<file path="src/rtl/alu_cmd_issuer.sv">
// alu_cmd_issuer: sequential initiator for the 8-bit dataflow ALU.
// It accepts commands on a valid/ready port and drives the ALU operand and select lines.
// It captures the combinational ALU result one settle cycle later.
// It returns the result and flags on a second valid/ready port.
// Ports:
//   clk, rst (async active-high)
//   cmd_valid/cmd_ready, cmd_op, cmd_a, cmd_b, cmd_use_acc  : command in
//   alu_a, alu_b, alu_s, alu_unit, alu_out, alu_cout        : ALU side
//   res_valid/res_ready, res_data, res_zero, res_carry      : result out
// Optional feature macro: ALU_CMD_PARITY_EN.
//   When it is defined, the module adds cmd_parity (in) and res_parity (out).
//   res_parity is inverted when a command's parity is wrong.
module alu_cmd_issuer #(
    parameter int WIDTH = 8
) (
    input  logic             clk,
    input  logic             rst,
    input  logic             cmd_valid,
    output logic             cmd_ready,
    input  logic [2:0]       cmd_op,
    input  logic [WIDTH-1:0] cmd_a,
    input  logic [WIDTH-1:0] cmd_b,
    input  logic             cmd_use_acc,
`ifdef ALU_CMD_PARITY_EN
    input  logic             cmd_parity,
    output logic             res_parity,
`endif
    output logic [WIDTH-1:0] alu_a,
    output logic [WIDTH-1:0] alu_b,
    output logic [1:0]       alu_s,
    output logic             alu_unit,
    input  logic [WIDTH-1:0] alu_out,
    input  logic             alu_cout,
    output logic             res_valid,
    input  logic             res_ready,
    output logic [WIDTH-1:0] res_data,
    output logic             res_zero,
    output logic             res_carry
);

    typedef enum logic [1:0] {
        S_IDLE,
        S_ISSUE,
        S_CAPTURE,
        S_OUT
    } state_t;

    state_t r_state;
    state_t w_next;

    logic [WIDTH-1:0] r_alu_a;
    logic [WIDTH-1:0] r_alu_b;
    logic [1:0]       r_alu_s;
    logic             r_alu_unit;
    logic [WIDTH-1:0] r_acc;
    logic [WIDTH-1:0] r_res_data;
    logic             r_res_zero;
    logic             r_res_carry;
    logic             w_accept;
    logic             w_capture;

    assign w_accept  = cmd_valid & cmd_ready;
    assign w_capture = (r_state == S_CAPTURE);

    // State register
    always_ff @(posedge clk or posedge rst) begin
        if (rst) begin
            r_state <= S_IDLE;
        end else begin
            r_state <= w_next;
        end
    end

    // Next-state logic
    always_comb begin
        w_next = r_state;
        case (r_state)
            S_IDLE:    if (w_accept) w_next = S_ISSUE;
            S_ISSUE:   w_next = S_CAPTURE;
            S_CAPTURE: w_next = S_OUT;
            S_OUT:     if (res_ready) w_next = S_IDLE;
            default:   w_next = S_IDLE;
        endcase
    end

    // Handshake outputs; cmd_ready is also held low while in reset
    always_comb begin
        cmd_ready = 1'b0;
        res_valid = 1'b0;
        case (r_state)
            S_IDLE:  cmd_ready = ~rst;
            S_OUT:   res_valid = 1'b1;
            default: ;
        endcase
    end

    // ALU drive registers: loaded on accept, otherwise held
    always_ff @(posedge clk or posedge rst) begin
        if (rst) begin
            r_alu_a    <= '0;
            r_alu_b    <= '0;
            r_alu_s    <= '0;
            r_alu_unit <= 1'b0;
        end else if (w_accept) begin
            r_alu_a    <= cmd_use_acc ? r_acc : cmd_a;
            r_alu_b    <= cmd_b;
            r_alu_s    <= cmd_op[1:0];
            r_alu_unit <= cmd_op[2];
        end
    end

    // Result capture; carry from the logic unit is meaningless, so mask it
    always_ff @(posedge clk or posedge rst) begin
        if (rst) begin
            r_res_data  <= '0;
            r_res_zero  <= 1'b0;
            r_res_carry <= 1'b0;
            r_acc       <= '0;
        end else if (w_capture) begin
            r_res_data  <= alu_out;
            r_res_zero  <= (alu_out == '0);
            r_res_carry <= r_alu_unit & alu_cout;
            r_acc       <= alu_out;
        end
    end

`ifdef ALU_CMD_PARITY_EN
    logic r_perr;
    logic r_res_parity;

    // The parity error is latched at accept and folded into the captured parity.
    always_ff @(posedge clk or posedge rst) begin
        if (rst) begin
            r_perr       <= 1'b0;
            r_res_parity <= 1'b0;
        end else begin
            if (w_accept) begin
                r_perr <= cmd_parity ^ (^(cmd_a ^ cmd_b));
            end
            if (w_capture) begin
                r_res_parity <= (^alu_out) ^ r_perr;
            end
        end
    end

    assign res_parity = r_res_parity;
`endif

    assign alu_a     = r_alu_a;
    assign alu_b     = r_alu_b;
    assign alu_s     = r_alu_s;
    assign alu_unit  = r_alu_unit;
    assign res_data  = r_res_data;
    assign res_zero  = r_res_zero;
    assign res_carry = r_res_carry;

endmodule

</file>
<file path="config.mk">
export PLATFORM = sky130hd
export DESIGN_NAME = alu_cmd_issuer
export DESIGN_NICKNAME = d
export VERILOG_FILES = /design/src/rtl/alu_cmd_issuer.sv
export SDC_FILE = /design/constraint.sdc
export NUM_CORES = 1
export LEC_CHECK = 0
export ABC_AREA = 1
export BUFFER_PORTS_ARGS = -buffer_cell sky130_fd_sc_hd__buf_2
export CAP_MARGIN = 25
export CORE_MARGIN = 5
export CORE_UTILIZATION = 30
export CTS_BUF_LIST = sky130_fd_sc_hd__clkbuf_4
export DETAILED_ROUTE_END_ITERATION = 10
export PLACE_DENSITY = 0.58
export SYNTH_ARGS = -nofsm -noshare
export SYNTH_HDL_FRONTEND = slang
export SYNTH_SLANG_ARGS = --single-unit
</file>
<file path="constraint.sdc">
create_clock -name clk -period 1.11 [get_ports clk]
set_input_delay 0.111 -clock clk [delete_from_list [all_inputs] [get_ports clk]]
set_output_delay 0.111 -clock clk [all_outputs]
set_load 0.02 [all_outputs]
</file>
After elaboration in Yosys (flattened, before gate mapping)

Cells that the tools add are included.

Bits in registers: 31
Bits in latches: 0
Bits in writable memories: 0
Bits in read-only memories: 0
Input port bits: 33
Output and inout port bits: 31
Word-level logic and storage cells: 25
Memories kept: 0

Add/subtract/negate cells: 0
Multipliers: 0
Div/mod/pow operators: 0
$lt $le $gt $ge: 0
Equal/unequal tests: 5
Shift operators: 0
Muxes and demuxes: 6
Bitwise gates (word level): 3
Reductions and logical operators: 3

Operators with widths:

| cell                 | number |
|---|---|
| $logic_not A8 Y1     | 1 |
| $mux W8              | 1 |
| $pmux W2 S4          | 1 |
| $eq A2 B2 Y1 const B | 2 |
| $mux W2              | 2 |
| $ne A2 B2 Y1 const B | 2 |
| $and A1 B1 Y1        | 2 |
| $eq A2 B1 Y1 const B | 1 |
| $logic_not A2 Y1     | 1 |
| $mux W1              | 2 |
| $reduce_and A2 Y1    | 1 |
| $not A1 Y1           | 1 |

Logic depth before layout (Yosys ltp)

Gate-level depths: netlist (run 1).

Depth in word-level cells: 5
Gate-level depth with buffers: 9

Worst setup path before layout (run 1)

OpenSTA, ideal clock, no wires.

Path kind: register to register
From: reg r_state[0]
To: reg r_alu_unit, in the netlist alu_unit
Setup time: 0.116 ns
Arrival: 1.211 ns
Data required time: 0.994 ns
Slack: -0.218 ns
Stages on the path, launching flop included: 9
Path buffers: 1
Clock period less this slack: 1.328 ns
Path through: dfrtp_1 inv_1 ha_1 inv_1 nor2_4 nand2_4 buf_2 nand2_1 nand2_1

Cells in the longest elaborated chain, start to end: 3

Ends and longest elaborated chain:

| what                   | line | text |
|---|---|---|
| from (decl)            | 48   | `state_t r_state;` |
| from (signal assigned) | 70   | `r_state <= w_next;` |
| $logic_not A2 Y1       | 90   | `case (r_state)` |
| $mux W1                | 90   |  |
| via cmd_ready          | 19   | `output logic cmd_ready,` |
| $and A1 B1 Y1          | 62   | `assign w_accept = cmd_valid & cmd_ready;` |
| to (signal assigned)   | 108  | `r_alu_unit <= cmd_op[2];` |
| to (decl)              | 54   | `logic r_alu_unit;` |

The timed path passes the listed nets, and every way through them passes these cells.
A chain may end at the register's enable or synchronous reset.

Worst setup path after layout (run 1)

From: reg r_state[1]
To: out cmd_ready

Cells in the longest elaborated chain, start to end: 2

Ends and longest elaborated chain:

| what             | line |
|---|---|
| $logic_not A2 Y1 | 90 |
| $mux W1          | 90 |
| to (decl)        | 19 |

Every way passes these cells.

==> results.json, run 1 <==
{
  "power_mw": 6.068,
  "relSlewSlack_pct": 70.94,
  "worstHoldStart": "alu_out[7]",
  "critPathArrivalTime_ns": 1.29,
  "grt_overflow": 0,
  "diodes": 0,
  "worst_clock_skew_ns": 0.008996,
  "setup_viol": 33,
  "final_cells": 326,
  "grt_pass1_vias": 1451,
  "drtPass1Iterations": 4,
  "fin_ws_ns": -0.2901,
  "viasPerCell": 4.206,
  "clk_latency_ns": 0.33,
  "synth_top_area_share_pct": 54.20,
  "crit_path_start": "r_state[1]",
  "max_stage_delay_ns": 0.41,
  "pre_cts_ws_ns": -0.1889,
  "core_um2": 4692,
  "drt-total-wl_mm": 3.997,
  "synth-seq-area-share_pct": 54.20,
  "violations": "negative setup slack",
  "path_clk_slew_ns": 0.10,
  "slowest_stage": "dfrtp_1",
  "synth_cell_types": 17,
  "rows": 25,
  "leakage_nw": 1.318,
  "period_share_pct": 126.1,
  "port_buffers": 63,
  "die_w_um": 79.08,
  "tightest_slew_ns": 0.4313,
  "fin_crit_ns": 1.400,
  "drc": 0,
  "crit_chain": "inv_2 > ha_4 > inv_2 > nor2_4 > buf_6 > buf_6",
  "synth_area_um2": 1431,
  "holdCritPathClass": "in2reg",
  "synth-seq-cells": 31,
  "drive_above_1_share_pct": 42.28,
  "finalWeightedCongestion": 0.7809,
  "cts_tree": "built",
  "grt_max_degree": 26,
  "fin_util_pct": 49.15,
  "grt_pass1_wl_mm": 6.748,
  "cts_buffers": 5,
  "htreeDepth": 2,
  "reg2reg_from": "r_state[1]",
  "cts.path.max_buffers": 2,
  "critPathMaxFanout": 2,
  "design_area_um2": 2306,
  "ioPinCount": 64,
  "antenna_found_initial": 0,
  "dieHeight_um": 79.08,
  "fmax_ghz": 0.7142,
  "cp-start-kind": "flip-flop",
  "power_density_nw_per_um2": 2631,
  "drv_cap": 0,
  "synth_warnings": 0,
  "syn-num-nets": 210,
  "num_vias": 1371,
  "final_common_cell": "nand2_1",
  "fin_tns_setup_ns": -5.998,
  "clockRootBuffer": "clkbuf_4",
  "dp.cells": 294,
  "status": "finished, violations left",
  "cts_sinks": 31,
  "rsz0062_at_grt": "yes",
  "dpl.hpwl_mm": 2.740,
  "start_util_pct": 30.51,
  "drtAntennaViolNets": 0,
  "yosysTopAreaCell": "dfrtp_1",
  "r2r_slack_ns": -0.23,
  "syn_avg_cell_area_um2": 8.226,
  "final_nets": 307,
  "finalMaxSlewViolations": 0,
  "irDropWorstVdd_v": 0.001105,
  "grt_util_all_layers_pct": 14.02,
  "critPathCaptureType": "output port",
  "synthTopCellsByArea": "dfrtp_1, nand2_1, inv_1",
  "hold_violations": 0,
  "placed_area_um2": 1863,
  "critPathKind": "reg2out",
  "area_delta_synth_final_pct": 61.10,
  "required_ns": 1.00,
  "die_area_um2": 6253,
  "drtIter0Drc": 37,
  "final_cell_mix": "nand2_1, buf_2, dfrtp_1, inv_1, dlygate4sd3_1",
  "holdWs_ns": 0.01290,
  "avgRoutedWirePerCell_um": 12.26,
  "postSynthCellCount": 174
}
==> metal layers <==
metal / track usage (%) / part of all wire, % / up-vias
li1: - / - / 718
met1: 15.91 / 40 / 607
met2: 24.49 / 52 / 39
met3: 3.515 / 6.5 / 7
met4: 6.701 / 1.5 / 0
met5: 0 / 0 / -
==> final cells by class <==
cell class	instances	area, µm²
inverters	22	95.09
flip-flops and latches	31	775.7
multi-input cells	115	605.6
clock buffers	6	45.04
well taps	54	67.56
fillers	473	2386
repair buffers	96	709.4
clock inverters	2	7.507
==> kinds of logic (layout without fill, tap and decap cells) <==
| logic type | after synthesis | in the layout | synth area share [%] |
|---|---|---|---|
| flip-flops | 31 | 31 | 54.20 |
| AND/OR/NAND/NOR | 94 | 94 | 26.66 |
| buffers and inverters | 28 | 126 | 10.05 |
| AO/OA/AOI/OAI | 18 | 18 | 6.469 |
| adder cells (fa/ha/maj) | 3 | 3 | 2.623 |
==> worst max-delay path: cells and delay by family, from the launching register on <==
kind | cells | cell delay [ns]
adder cells (fa/ha/maj) | 1 | 0.13
buffers and inverters | 4 | 0.33
flip-flops | 1 | 0.41
AND/OR/NAND/NOR | 1 | 0.09
==> path summary, 6_finish.rpt <==
| kind | cells after the start | to |
|---|---|---|
| setup reg to reg | 9 | alu_a[1] |
| max in group asynchronous | 4 | alu_a[2] |
| hold reg to reg | 2 | alu_a[2] |
| setup / recovery | 6 | cmd_ready |
| hold / removal | 3 | res_data[7] |
| min in group asynchronous | 3 | r_state[1] |
==> sequential cells by signal, summed over array words and instances (netlist names) <==
register and flops:
res_carry 1, alu_unit 1, alu_b 8, alu_a 8
res_data 8, res_zero 1, alu_s 2, r_state 2
==> synthesized netlist by cell type, drive strengths merged <==
cell type,instances
o21ai,17
nand3,3
nand2,87
inv,22
ha,3
nor2,4
dfrtp,31
buf,6
o21a,1
==> power breakdown <==
group	internal, mW	switching [mW]
registers	1.65	0.333
logic	1.57	1.87
clock network	0.259	0.384
total	3.48	2.59
==> what timing repair did <==
| item | CTS | global route |
|---|---|---|
| endpoints found under the setup margin | 26 | 34 |
| endpoints found under the hold margin | 18 | 1 |
| gates cloned | 1 | 0 |
| resized for setup | 35 | 16 |
| hold buffers | 13 | 1 |
| pin swaps | 12 | 9 |
| setup buffers | 6 | 6 |
No activity file was read; power rests on OpenSTA's default activity.
==> inputs of run 2 (changes only) <==
--- a/config.mk
+++ b/config.mk
@@ -12,7 +12,8 @@
 export CORE_UTILIZATION = 30
 export CTS_BUF_LIST = sky130_fd_sc_hd__clkbuf_4
 export DETAILED_ROUTE_END_ITERATION = 10
-export PLACE_DENSITY = 0.58
+export PLACE_DENSITY = 0.57
+export SLEW_MARGIN = 20
 export SYNTH_ARGS = -nofsm -noshare
 export SYNTH_HDL_FRONTEND = slang
 export SYNTH_SLANG_ARGS = --single-unit
==> results.json, run 2 (same netlist as run 1, synthesis figures left out) <==
{
  "rsz0062_at_grt": "yes",
  "dp.cells": 295,
  "critPathKind": "reg2out",
  "highest_layer": "met4",
  "area_delta_synth_final_pct": 56.47,
  "leakage_nw": 1.276,
  "reg2reg_from": "r_state[1]",
  "required_ns": 1.00,
  "wl_met1_mm": 1.807,
  "path_clk_slew_ns": 0.10,
  "finalWeightedCongestion": 0.7061,
  "diodes": 0,
  "grt_util_all_layers_pct": 13.07,
  "final_cells": 323,
  "avgRoutedWirePerCell_um": 12.15,
  "cts_sinks": 31,
  "combPwrFrac_pct": 55.1,
  "htreeDepth": 2,
  "start_util_pct": 30.51,
  "fin_ws_ns": -0.2999,
  "dieHeight_um": 79.08,
  "die_w_um": 79.08,
  "p_int_mw": 3.327,
  "drive_above_1_share_pct": 39.03,
  "fin_crit_ns": 1.410,
  "power_density_nw_per_um2": 2597,
  "grt_overflow": 0,
  "routed-wl-met3_um": 174,
  "die_area_um2": 6253,
  "grt_max_degree": 19,
  "antenna_found_initial": 0,
  "viasPerCell": 4.254,
  "drtIter0Drc": 47,
  "rows": 25,
  "clockRootBuffer": "clkbuf_4",
  "cts_buffers": 5,
  "drtAntennaViolNets": 0,
  "drt-total-wl_mm": 3.925,
  "cts_tree": "built",
  "routed-wl-met2_mm": 1.875,
  "relSlewSlack_pct": 72.03,
  "hold_violations": 0,
  "worst_clock_skew_ns": 0.01530,
  "drv_cap": 0,
  "holdWs_ns": 0.01545,
  "num_vias": 1374,
  "fin_util_pct": 47.73,
  "switching_share_pct": 42.80,
  "clk_latency_ns": 0.33,
  "crit_path_start": "r_state[1]",
  "tightest_slew_ns": 0.4152,
  "final_nets": 304,
  "dpl.hpwl_mm": 2.727,
  "grt_pass1_wl_mm": 6.375,
  "grt_pass1_vias": 1410,
  "critPathCaptureType": "output port",
  "cp-start-kind": "flip-flop",
  "fmax_ghz": 0.7093,
  "cts.path.max_buffers": 2,
  "final_cell_mix": "nand2_1, buf_2, dfrtp_1, inv_1, dlygate4sd3_1",
  "seq_power_share_pct": 33.9,
  "ioPinCount": 64,
  "core_um2": 4692,
  "irDropWorstVdd_v": 0.0009249,
  "violations": "negative setup slack",
  "drc": 0,
  "switchingPower_mw": 2.489,
  "worstHoldStart": "alu_out[6]",
  "port_buffers": 63,
  "critPathArrivalTime_ns": 1.30,
  "holdCritPathClass": "in2reg",
  "finalMaxSlewViolations": 0,
  "fin_tns_setup_ns": -5.487,
  "p_clk_share_pct": 11.0,
  "critPathMaxFanout": 2,
  "setup_viol": 32,
  "drtPass1Iterations": 4,
  "final_common_cell": "nand2_1",
  "period_share_pct": 127.0,
  "status": "finished, violations left"
}
==> run 2: changes by cell type in the layout (fill, tap and decap cells not counted), sizes merged <==
cell | before | now
dlygate4sd3 | 14 | 13
buf | 82 | 78
clkbuf | 6 | 8
==> run 2: power groups by stage <==
stage               registers [mW]  logic, mW  clock network (mW)
floorplan                     2.55       1.04                   0
global placement              1.99       2.54                   0
detailed placement            1.99       2.57                   0
CTS                           1.97       2.82               0.665
global route                  2.04       3.52               0.710
finish                        1.97       3.20               0.639
==> run 2: repair_timing <==
item                                    CTS  global route
endpoints found under the setup margin   26            33
resized for setup                        15            19
hold buffers                             12             1
setup buffers                             2             3
pin swaps                                 2             2
hold endpoints to repair                 42             1
gates cloned                              0             2
==> run 2: final timing paths <==
check                              end  slack (ns)  cells past startpoint
max                          cmd_ready       -0.30                      6
min                        res_data[6]        0.02                      3
max reg2reg                   alu_a[7]       -0.25                      9
min reg2reg                   alu_s[1]        0.48                      2
max in group asynchronous     alu_a[6]        0.51                      4
min in group asynchronous  res_data[6]        0.36                      4
==> run 2: per-layer routing <==
metal,vias to the layer above,track usage [%]
met5,-,0
met4,0,7.560
met3,7,3.175
met2,36,20.71
met1,619,16.15
li1,712,-
==> run 2: worst max-delay path, cell delays in order, from the launching register on <==
cell and delay, ns:
dfrtp_1 0.41, inv_2 0.08, ha_4 0.13, inv_2 0.05
nor2_4 0.09, buf_6 0.11, buf_6 0.10
==> run 2: layout make-up <==
| class | instances | area, µm² |
|---|---|---|
| flip-flops and latches | 31 | 775.7 |
| well taps | 54 | 67.56 |
| inverters | 22 | 95.09 |
| clock inverters | 2 | 7.507 |
| clock buffers | 6 | 45.04 |
| repair buffers | 93 | 671.9 |
| multi-input cells | 115 | 576.8 |
| fillers | 491 | 2452 |
==> run 2: through the flow <==
| stage | worst slack, ns | area (µm²) | power [mW] |
|---|---|---|---|
| floorplan | -0.2059 | 1444 | 3.592 |
| global placement | -0.1264 | 1858 | 4.525 |
| detailed placement | -0.1629 | 1858 | 4.566 |
| CTS | -0.2945 | 2095 | 5.453 |
| global route | -0.3535 | 2240 | 6.275 |
| finish | -0.2999 | 2240 | 5.816 |
==> inputs of run 3 (changes only) <==
--- a/config.mk
+++ b/config.mk
@@ -11,8 +11,10 @@
 export CORE_MARGIN = 5
 export CORE_UTILIZATION = 30
 export CTS_BUF_LIST = sky130_fd_sc_hd__clkbuf_4
+export CTS_CLUSTER_DIAMETER = 40
 export DETAILED_ROUTE_END_ITERATION = 10
-export PLACE_DENSITY = 0.57
+export PLACE_DENSITY_LB_ADDON = 0.08
+export RECOVER_POWER = 25
 export SLEW_MARGIN = 20
 export SYNTH_ARGS = -nofsm -noshare
 export SYNTH_HDL_FRONTEND = slang
==> results.json, run 3 (same netlist as run 1, synthesis figures left out) <==
{
  "status": "finished, violations left",
  "violations": "negative setup slack",
  "drtPass1Iterations": 4,
  "drv_cap": 0,
  "dp.cells": 294,
  "required_ns": 1.00,
  "final_cells": 328,
  "holdWs_ns": 0.02766,
  "final_nets": 310,
  "power_mw": 5.991,
  "design_area_um2": 2267,
  "placed_area_um2": 1863,
  "cts.path.max_buffers": 2,
  "avgRoutedWirePerCell_um": 12.69,
  "critPathMaxFanout": 2,
  "core_um2": 4692,
  "irDropWorstVdd_v": 0.001115,
  "path_clk_slew_ns": 0.10,
  "fin_crit_ns": 1.408,
  "area_delta_synth_final_pct": 58.39,
  "cp-start-kind": "flip-flop",
  "num_vias": 1380,
  "grt_pass1_vias": 1362,
  "finalWeightedCongestion": 0.6901,
  "dieHeight_um": 79.08,
  "drc": 0,
  "die_w_um": 79.08,
  "antenna_found_initial": 0,
  "grt_max_degree": 32,
  "cts_sinks": 31,
  "grt_overflow": 0,
  "cts_tree": "built",
  "fin_ws_ns": -0.2975,
  "start_util_pct": 30.51,
  "die_area_um2": 6253,
  "relSlewSlack_pct": 69.21,
  "critPathCaptureType": "output port",
  "leakage_nw": 1.297,
  "drive_above_1_share_pct": 40.88,
  "htreeDepth": 2,
  "fmax_ghz": 0.7105,
  "num-fill-cells": 493,
  "drtIter0Drc": 62,
  "finalMaxSlewViolations": 0,
  "pre_cts_ws_ns": -0.1698,
  "critPathArrivalTime_ns": 1.30,
  "port_buffers": 63,
  "clk_latency_ns": 0.33,
  "rows": 25,
  "final_cell_mix": "nand2_1, buf_2, dfrtp_1, inv_1, dlygate4sd3_1",
  "drt-total-wl_mm": 4.163,
  "setup_viol": 32,
  "hold_violations": 0,
  "ioPinCount": 64,
  "worst_clock_skew_ns": 0.003291,
  "regArea_um2": 775.7,
  "rsz0062_at_grt": "yes",
  "grt_pass1_wl_mm": 6.741,
  "power_density_nw_per_um2": 2642,
  "holdCritPathClass": "in2reg",
  "period_share_pct": 126.8,
  "dpl.hpwl_mm": 2.763,
  "cts_buffers": 5,
  "tightest_slew_ns": 0.4571,
  "drtAntennaViolNets": 0,
  "diodes": 0,
  "final_common_cell": "nand2_1",
  "grt_util_all_layers_pct": 14.19,
  "viasPerCell": 4.207,
  "critPathKind": "reg2out",
  "clockRootBuffer": "clkbuf_4",
  "multi_input_area_um2": 581.8
}
-- run 3: final cells by class --
class                   count  area share [%]
flip-flops and latches     31           34.22
repair buffers             99           31.13
multi-input cells         115           25.66
inverters                  22           3.974
well taps                  54           2.980
clock buffers               5           1.656
clock inverters             2          0.3863
-- run 3: per-stage QoR --
stage | util [%] | setup TNS [ns]
2_1_floorplan | - | -3.908
3_3_place_gp | 39.71 | -2.543
3_5_place_dp | 39.71 | -3.142
4_1_cts | 46.96 | -4.912
5_1_grt | 48.32 | -7.897
6_report | 48.32 | -5.587
-- run 3: timing repair --
action	4_1_cts	5_1_grt
pin swaps	6	6
setup buffers	5	6
setup endpoints to repair	28	32
gates cloned	1	0
gates resized for setup	25	12
endpoints found under the hold margin	45	1
hold buffers	15	1
-- run 3: worst max-delay path, stage by stage, from the launching register on --
cell     delay [ns]
dfrtp_1        0.41
inv_2          0.08
ha_4           0.14
inv_2          0.04
nor2_4         0.08
buf_6          0.10
buf_6          0.10
-- run 3: worst paths after layout --
kind	start	end	slack [ns]	cells after the start
min reg2reg	res_zero	res_zero	0.48	2
min in group asynchronous	rst	r_state[1]	0.49	4
max	r_state[1]	cmd_ready	-0.30	6
min	alu_out[4]	res_data[4]	0.03	3
max in group asynchronous	rst	res_data[4]	0.29	4
max reg2reg	r_state[1]	alu_b[5]	-0.22	9
-- run 3: power by group --
| group | internal [mW] | total, mW | switching (mW) |
|---|---|---|---|
| combinational | 1.55 | 3.39 | 1.84 |
| clock | 0.224 | 0.618 | 0.394 |
| sequential | 1.65 | 1.98 | 0.335 |
| total | 3.42 | 5.99 | 2.57 |
-- run 3: routing by layer --
metal / vias up / track usage, % / wire length, µm
li1: 721 / - / -
met1: 615 / 19.12 / 1866
met2: 36 / 21.80 / 2016
met3: 8 / 3.855 / 215
met4: 0 / 5.155 / 64
met5: - / 0 / 0
